==> config.mk <==
export PLATFORM = sky130hd
export DESIGN_NAME = mem_arbiter
export DESIGN_NICKNAME = d
export VERILOG_FILES = /design/src/rtl/mem_arbiter_pkg.sv /design/src/rtl/mem_arbiter.sv
export SDC_FILE = /design/constraint.sdc
export NUM_CORES = 1
export LEC_CHECK = 0
export ABC_AREA = 0
export CORE_AREA = 2 2 108 110
export CTS_CLUSTER_DIAMETER = 60
export DETAILED_ROUTE_END_ITERATION = 6
export DIE_AREA = 0 0 110 112
export DONT_BUFFER_PORTS = 1
export PLACE_DENSITY = 0.31
export REMOVE_ABC_BUFFERS = 1
export SETUP_SLACK_MARGIN = 0.2
export SLEW_MARGIN = 20
export SYNTH_ARGS = -nofsm -noshare
export SYNTH_HDL_FRONTEND = slang
export SYNTH_SLANG_ARGS = --single-unit
==> constraint.sdc <==
create_clock -name clk -period 1.89 [get_ports clk]
set_clock_uncertainty 0.2 [all_clocks]
set_input_delay 0.2835 -clock clk [delete_from_list [all_inputs] [get_ports clk]]
set_output_delay 0.2835 -clock clk [all_outputs]
set_load 0.01 [all_outputs]
==> src/rtl/mem_arbiter_pkg.sv <==
// Shared types for the unified-memory arbiter.
//   arb_state_t : arbiter FSM states
//   arb_port_t  : requester identity (fetch / load-store)
//   LAT_CNT_WIDTH : width of the read-latency down-counter
package pkg_mem_arbiter;

  typedef enum logic [1:0] {
    ARB_IDLE = 2'd0,
    ARB_WAIT = 2'd1,
    ARB_RESP = 2'd2
  } arb_state_t;

  typedef enum logic {
    PORT_FETCH = 1'b0,
    PORT_DATA  = 1'b1
  } arb_port_t;

  localparam int unsigned LAT_CNT_WIDTH = 4;

endpackage

==> src/rtl/mem_arbiter.sv <==
// Two-port round-robin arbiter sharing one memory between instruction fetch
// and load/store. One transaction in flight at a time: accept in IDLE, count
// out MEM_LATENCY in WAIT, hand the read data to the owner in RESP.
// Ports:
//   clk, reset                     clock, async active-high reset
//   fetch_req_valid/addr/ready     fetch request handshake
//   fetch_resp_valid/rdata         fetch response (1-cycle pulse)
//   data_req_valid/we/be/addr/wdata/ready  load/store request handshake
//   data_resp_valid/rdata          load data / store completion (1-cycle pulse)
//   mem_en/we/be/addr/wdata        memory request strobe (accept cycle only)
//   mem_rdata                      memory read data, valid MEM_LATENCY after mem_en
// MEM_LATENCY legal range is 1..15 (fits the 4-bit latency counter).
module mem_arbiter
  import pkg_mem_arbiter::*;
#(
  parameter int unsigned ADDR_WIDTH  = 32,
  parameter int unsigned DATA_WIDTH  = 32,
  parameter int unsigned MEM_LATENCY = 1
) (
  input  logic                    clk,
  input  logic                    reset,

  input  logic                    fetch_req_valid,
  input  logic [ADDR_WIDTH-1:0]   fetch_addr,
  output logic                    fetch_req_ready,
  output logic                    fetch_resp_valid,
  output logic [DATA_WIDTH-1:0]   fetch_rdata,

  input  logic                    data_req_valid,
  input  logic                    data_we,
  input  logic [DATA_WIDTH/8-1:0] data_be,
  input  logic [ADDR_WIDTH-1:0]   data_addr,
  input  logic [DATA_WIDTH-1:0]   data_wdata,
  output logic                    data_req_ready,
  output logic                    data_resp_valid,
  output logic [DATA_WIDTH-1:0]   data_rdata,

  output logic                    mem_en,
  output logic                    mem_we,
  output logic [DATA_WIDTH/8-1:0] mem_be,
  output logic [ADDR_WIDTH-1:0]   mem_addr,
  output logic [DATA_WIDTH-1:0]   mem_wdata,
  input  logic [DATA_WIDTH-1:0]   mem_rdata
);

  localparam logic [LAT_CNT_WIDTH-1:0] LAT_INIT = LAT_CNT_WIDTH'(MEM_LATENCY - 1);
  localparam logic [LAT_CNT_WIDTH-1:0] LAT_ONE  = LAT_CNT_WIDTH'(1);

  arb_state_t               state;
  arb_state_t               state_nxt;
  arb_port_t                owner;
  arb_port_t                last_grant;
  arb_port_t                winner;
  logic [LAT_CNT_WIDTH-1:0] lat_cnt;
  logic                     any_req;
  logic                     accept;

  // Round-robin pick: on a tie the port that did not win last time goes first.
  always_comb begin
    any_req = fetch_req_valid | data_req_valid;
    winner  = PORT_FETCH;
    if (data_req_valid && (!fetch_req_valid || last_grant == PORT_FETCH)) begin
      winner = PORT_DATA;
    end
  end

  // No grant is visible while reset is held, so nothing reaches memory.
  assign accept = (state == ARB_IDLE) && any_req && !reset;

  // State register.
  always_ff @(posedge clk or posedge reset) begin
    if (reset) begin
      state <= ARB_IDLE;
    end else begin
      state <= state_nxt;
    end
  end

  // Transaction bookkeeping: owner, round-robin history, latency counter.
  always_ff @(posedge clk or posedge reset) begin
    if (reset) begin
      owner      <= PORT_FETCH;
      last_grant <= PORT_DATA;
      lat_cnt    <= '0;
    end else if (accept) begin
      owner      <= winner;
      last_grant <= winner;
      lat_cnt    <= LAT_INIT;
    end else if (state == ARB_WAIT && lat_cnt != '0) begin
      lat_cnt <= lat_cnt - LAT_ONE;
    end
  end

  // Next-state logic.
  always_comb begin
    state_nxt = state;
    case (state)
      ARB_IDLE: if (any_req) state_nxt = ARB_WAIT;
      ARB_WAIT: if (lat_cnt == '0) state_nxt = ARB_RESP;
      ARB_RESP: state_nxt = ARB_IDLE;
      default:  state_nxt = ARB_IDLE;
    endcase
  end

  // Output logic: grant and memory strobe in IDLE, response routing in RESP.
  always_comb begin
    fetch_req_ready  = 1'b0;
    fetch_resp_valid = 1'b0;
    fetch_rdata      = '0;
    data_req_ready   = 1'b0;
    data_resp_valid  = 1'b0;
    data_rdata       = '0;
    mem_en           = 1'b0;
    mem_we           = 1'b0;
    mem_be           = '0;
    mem_addr         = '0;
    mem_wdata        = '0;
    case (state)
      ARB_IDLE: begin
        if (accept) begin
          mem_en = 1'b1;
          if (winner == PORT_FETCH) begin
            fetch_req_ready = 1'b1;
            mem_be          = '1;
            mem_addr        = fetch_addr;
          end else begin
            data_req_ready = 1'b1;
            mem_we         = data_we;
            mem_be         = data_be;
            mem_addr       = data_addr;
            mem_wdata      = data_wdata;
          end
        end
      end
      ARB_RESP: begin
        if (owner == PORT_FETCH) begin
          fetch_resp_valid = 1'b1;
          fetch_rdata      = mem_rdata;
        end else begin
          data_resp_valid = 1'b1;
          data_rdata      = mem_rdata;
        end
      end
      default: ;
    endcase
  end

endmodule

==> results by group <==
Worst setup path
  • Cell Chain, Critical Path: nand2_1 -> and3_4 -> buf_4 -> clkbuf_16 -> a22o_4
  • FF-to-FF setup slack: ~0.28 ns
  • R2r endpoint: lat_cnt[2]
  • WP data arrival: 1.57 ns
  • Worst path depth: 5
  • Max FO, Critical Path: 8
  • CP endpoint kind: primary output
  • CP peak stage delay: between 0.5 and 0.6 ns
  • Class of the most critical setup path: reg -> out
  • CP startpoint kind: flop
  • Delay-heaviest family, CP: flip-flops
  • R2R cell count: 5
  • Setup crit end: mem_addr[4]
  • Slowest stage cell, crit path: dfstp_2
  • Crit path buffers/inverters: 2
  • CP Data Required Time: 1.41 ns
  • Crit path launch: last_grant
  • Reg2Reg Launch Point: lat_cnt[1]

Layout
  • Area Growth Syn to Fin: 91.01%
  • Post-Layout Cell Count: between 300 and 400
  • Most common cell after layout, fill and taps aside: and2_4
  • Nets: roughly 350
  • Post-route cell area: 2791 um^2
  • FF+latch area: approximately 200 um^2
  • Multi-input logic area: between 1500 and 2000 um^2
  • Most frequent cells in the layout: and2_4, a22o_4, buf_16
  • Layout fillers: 1166
  • Diodes inserted: 0
  • Share of post-route cells with drive strength above 1: 83.49%

Place
  • Post-detail-place hpwl: ~6.7 mm
  • Port bufs: 0
  • Placed cell count: about 330
  • Cell Area, Placed: 1654 um^2
  • GPL Wtd Cong: 0.8732

CTS
  • Max Root-Sink Buffers: 2
  • CTS tree: built
  • Reg clk slew, reported paths: 0.03 ns
  • Num CTS Buffers: 3
  • H-tree Lvls: 1
  • Number of clock sinks: 8
  • Worst-Skew Late Latency: about 0.24 ns
  • Clk root buf: clkbuf_16

Timing
  • Worst hold slack: between 0.15 and 0.2 ns
  • Final hold vios: 0
  • Slew of the pin with the lowest slew margin: 0.5048 ns
  • Peak Freq: 0.4873 GHz
  • RSZ-0062 raised after global routing: true
  • Endpoints failing setup: roughly 130
  • Final worst setup slack: -0.1620 ns
  • Final worst path period share: 108.6%
  • Slew margin rel.: between 60 and 70%
  • Fin. max-slew vios: 0
  • Fin crit period: just over 2 ns

Die
  • Die area: 12320 um^2
  • I/O pins: 275
  • Vert. Die Dim: 112 um
  • CORE AREA: 11170 um^2
  • Die width: 110 um
  • Row count: 39
  • Starting Density: 13.08%

Routing
  • Detailed Route WL: 9.871 mm
  • Iteration-0 DRC Markers: 76
  • Routed vias: 1648
  • Average wire per standard cell: 27.81 um
  • Final ANT Viol Nets: 0
  • 1st-pass router iterations: 4
  • DRC viols: 0
  • Vias/cell: 4.642

Job
  • Max-cap violations: 0

Global routing
  • Largest net degree at the start of global routing: 21
  • Global Route Usage Sum: between 10% and 20%
  • Initial antenna violation count: 0
  • Number of global-route vias before repair: 1687
  • First-pass GRT wire length: 12.26 mm
  • GR Overflow Total: 0

Synth
  • Post-synthesis cell area: between 1000 and 1500 um^2
  • Synth Warn #: 0
  • #FFs+latches synth: 8
  • Seq/Total Area, Yosys: ~14%
  • Ys flop type: dfrtp_1
  • EDFF count, synth: 0
  • Asr flop ratio synth: 100.0%
  • Post-Syn Area per Cell: 7.611 um^2
  • Top cell type's share of synthesized area: approximately 42%
  • Largest area contributor in the netlist: and2_1
  • Synth unique cells: 30
  • Largest cells by area after synthesis: and2_1, a22o_1, dfrtp_1
  • Post-Synthesis Cells: 192

Power
  • Max VDD drop: 0.0002962 V
  • Pleak: around 1.3 nW
  • Cell area power density: ~960 nW/um^2

Min path
  • Worst Hold Class: in -> reg

Run status
  • Status: complete, but fails checks
  • Failing checks: negative setup slack
## power by group
group	internal, mW	total, mW	switching [mW]
logic	1.13	2.04	0.912
registers	0.220	0.260	0.0401
clock network	0.281	0.371	0.0893
total	1.63	2.67	1.04
## cell type report
class	count	area share (%)
Multi-Input combinational cell	163	60.74
Timing Repair Buffer	34	22.41
Sequential cell	8	7.216
Tap cell	143	6.410
Clock buffer	4	2.824
Inverter	3	0.4034
## sequential cells by signal, summed over array words and instances (netlist names)
| register | flops |
|---|---|
| state | 2 |
| lat_cnt | 4 |
| last_grant | 1 |
| owner | 1 |
## metrics by stage
stage | setup TNS (ns) | util, % | setup WS (ns) | power, mW
global placement | 0 | 14.80 | 0.01560 | 1.324
detailed placement | -0.003714 | 14.80 | -0.003714 | 1.331
global route | -18.94 | 24.98 | -0.2019 | 2.820
finish | -11.12 | 24.98 | -0.1620 | 2.673
CTS | -11.54 | 23.31 | -0.1487 | 2.529
floorplan | -41.06 | - | -0.5869 | 1.020
## worst min path at each step
stage,from,endpoint,slack [ns],depth (start not counted)
after floorplan,reset,lat_cnt[0],-0.10,1
after global placement,reset,state[1],-0.04,1
after detailed placement,reset,state[1],-0.04,1
after CTS,reset,last_grant,0.19,3
after global routing,reset,last_grant,0.19,3
final,reset,last_grant,0.19,3
## routing by layer
metal	global-route usage (%)	up-vias	routed length (um)
met5	0	-	0
met4	5.738	0	291
met3	6.089	15	1244
met2	27.28	169	5624
met1	12.67	767	2711
li1	-	697	-
## worst reg2reg max path: stages (launching register included)
cell	delay [ns]
dfrtp_1	0.39
inv_2	0.08
ha_1	0.14
or3b_4	0.41
nand3_1	0.12
mux2i_1	0.19
## cells in the mapped netlist, types with 2 or more instances
cell	instances
clkbuf_1	8
o21ba_1	2
inv_1	3
dfrtp_1	7
a22o_1	32
ha_1	2
buf_2	3
buf_4	3
and2_1	97
buf_6	4
nor3_1	2
mux2i_1	2
nand2_1	2
o21ai_1	3
nand3_1	3
a21o_1	4
and3_1	2
## timing repair
item / CTS / global route
pin swaps: 14 / 14
hold buffers: 1 / 0
hold endpoints to repair: 8 / 0
endpoints found under the setup margin: 140 / 142
cloned: 9 / 4
gates resized for setup: 141 / 22
setup buffers: 8 / 2
## cells by family (layout without fill, tap and decap cells)
family / count (synthesis) / count (layout) / share of synthesized area [%]
multiplexers: 2 / 2 / 1.370
flip-flops: 8 / 8 / 13.78
buffers and inverters: 21 / 41 / 8.475
AO/OA/AOI/OAI: 44 / 44 / 25.17
adder cells (fa/ha/maj): 2 / 2 / 1.712
AND/OR/NAND/NOR: 115 / 115 / 49.49
Power figures use the tool's default switching activity.
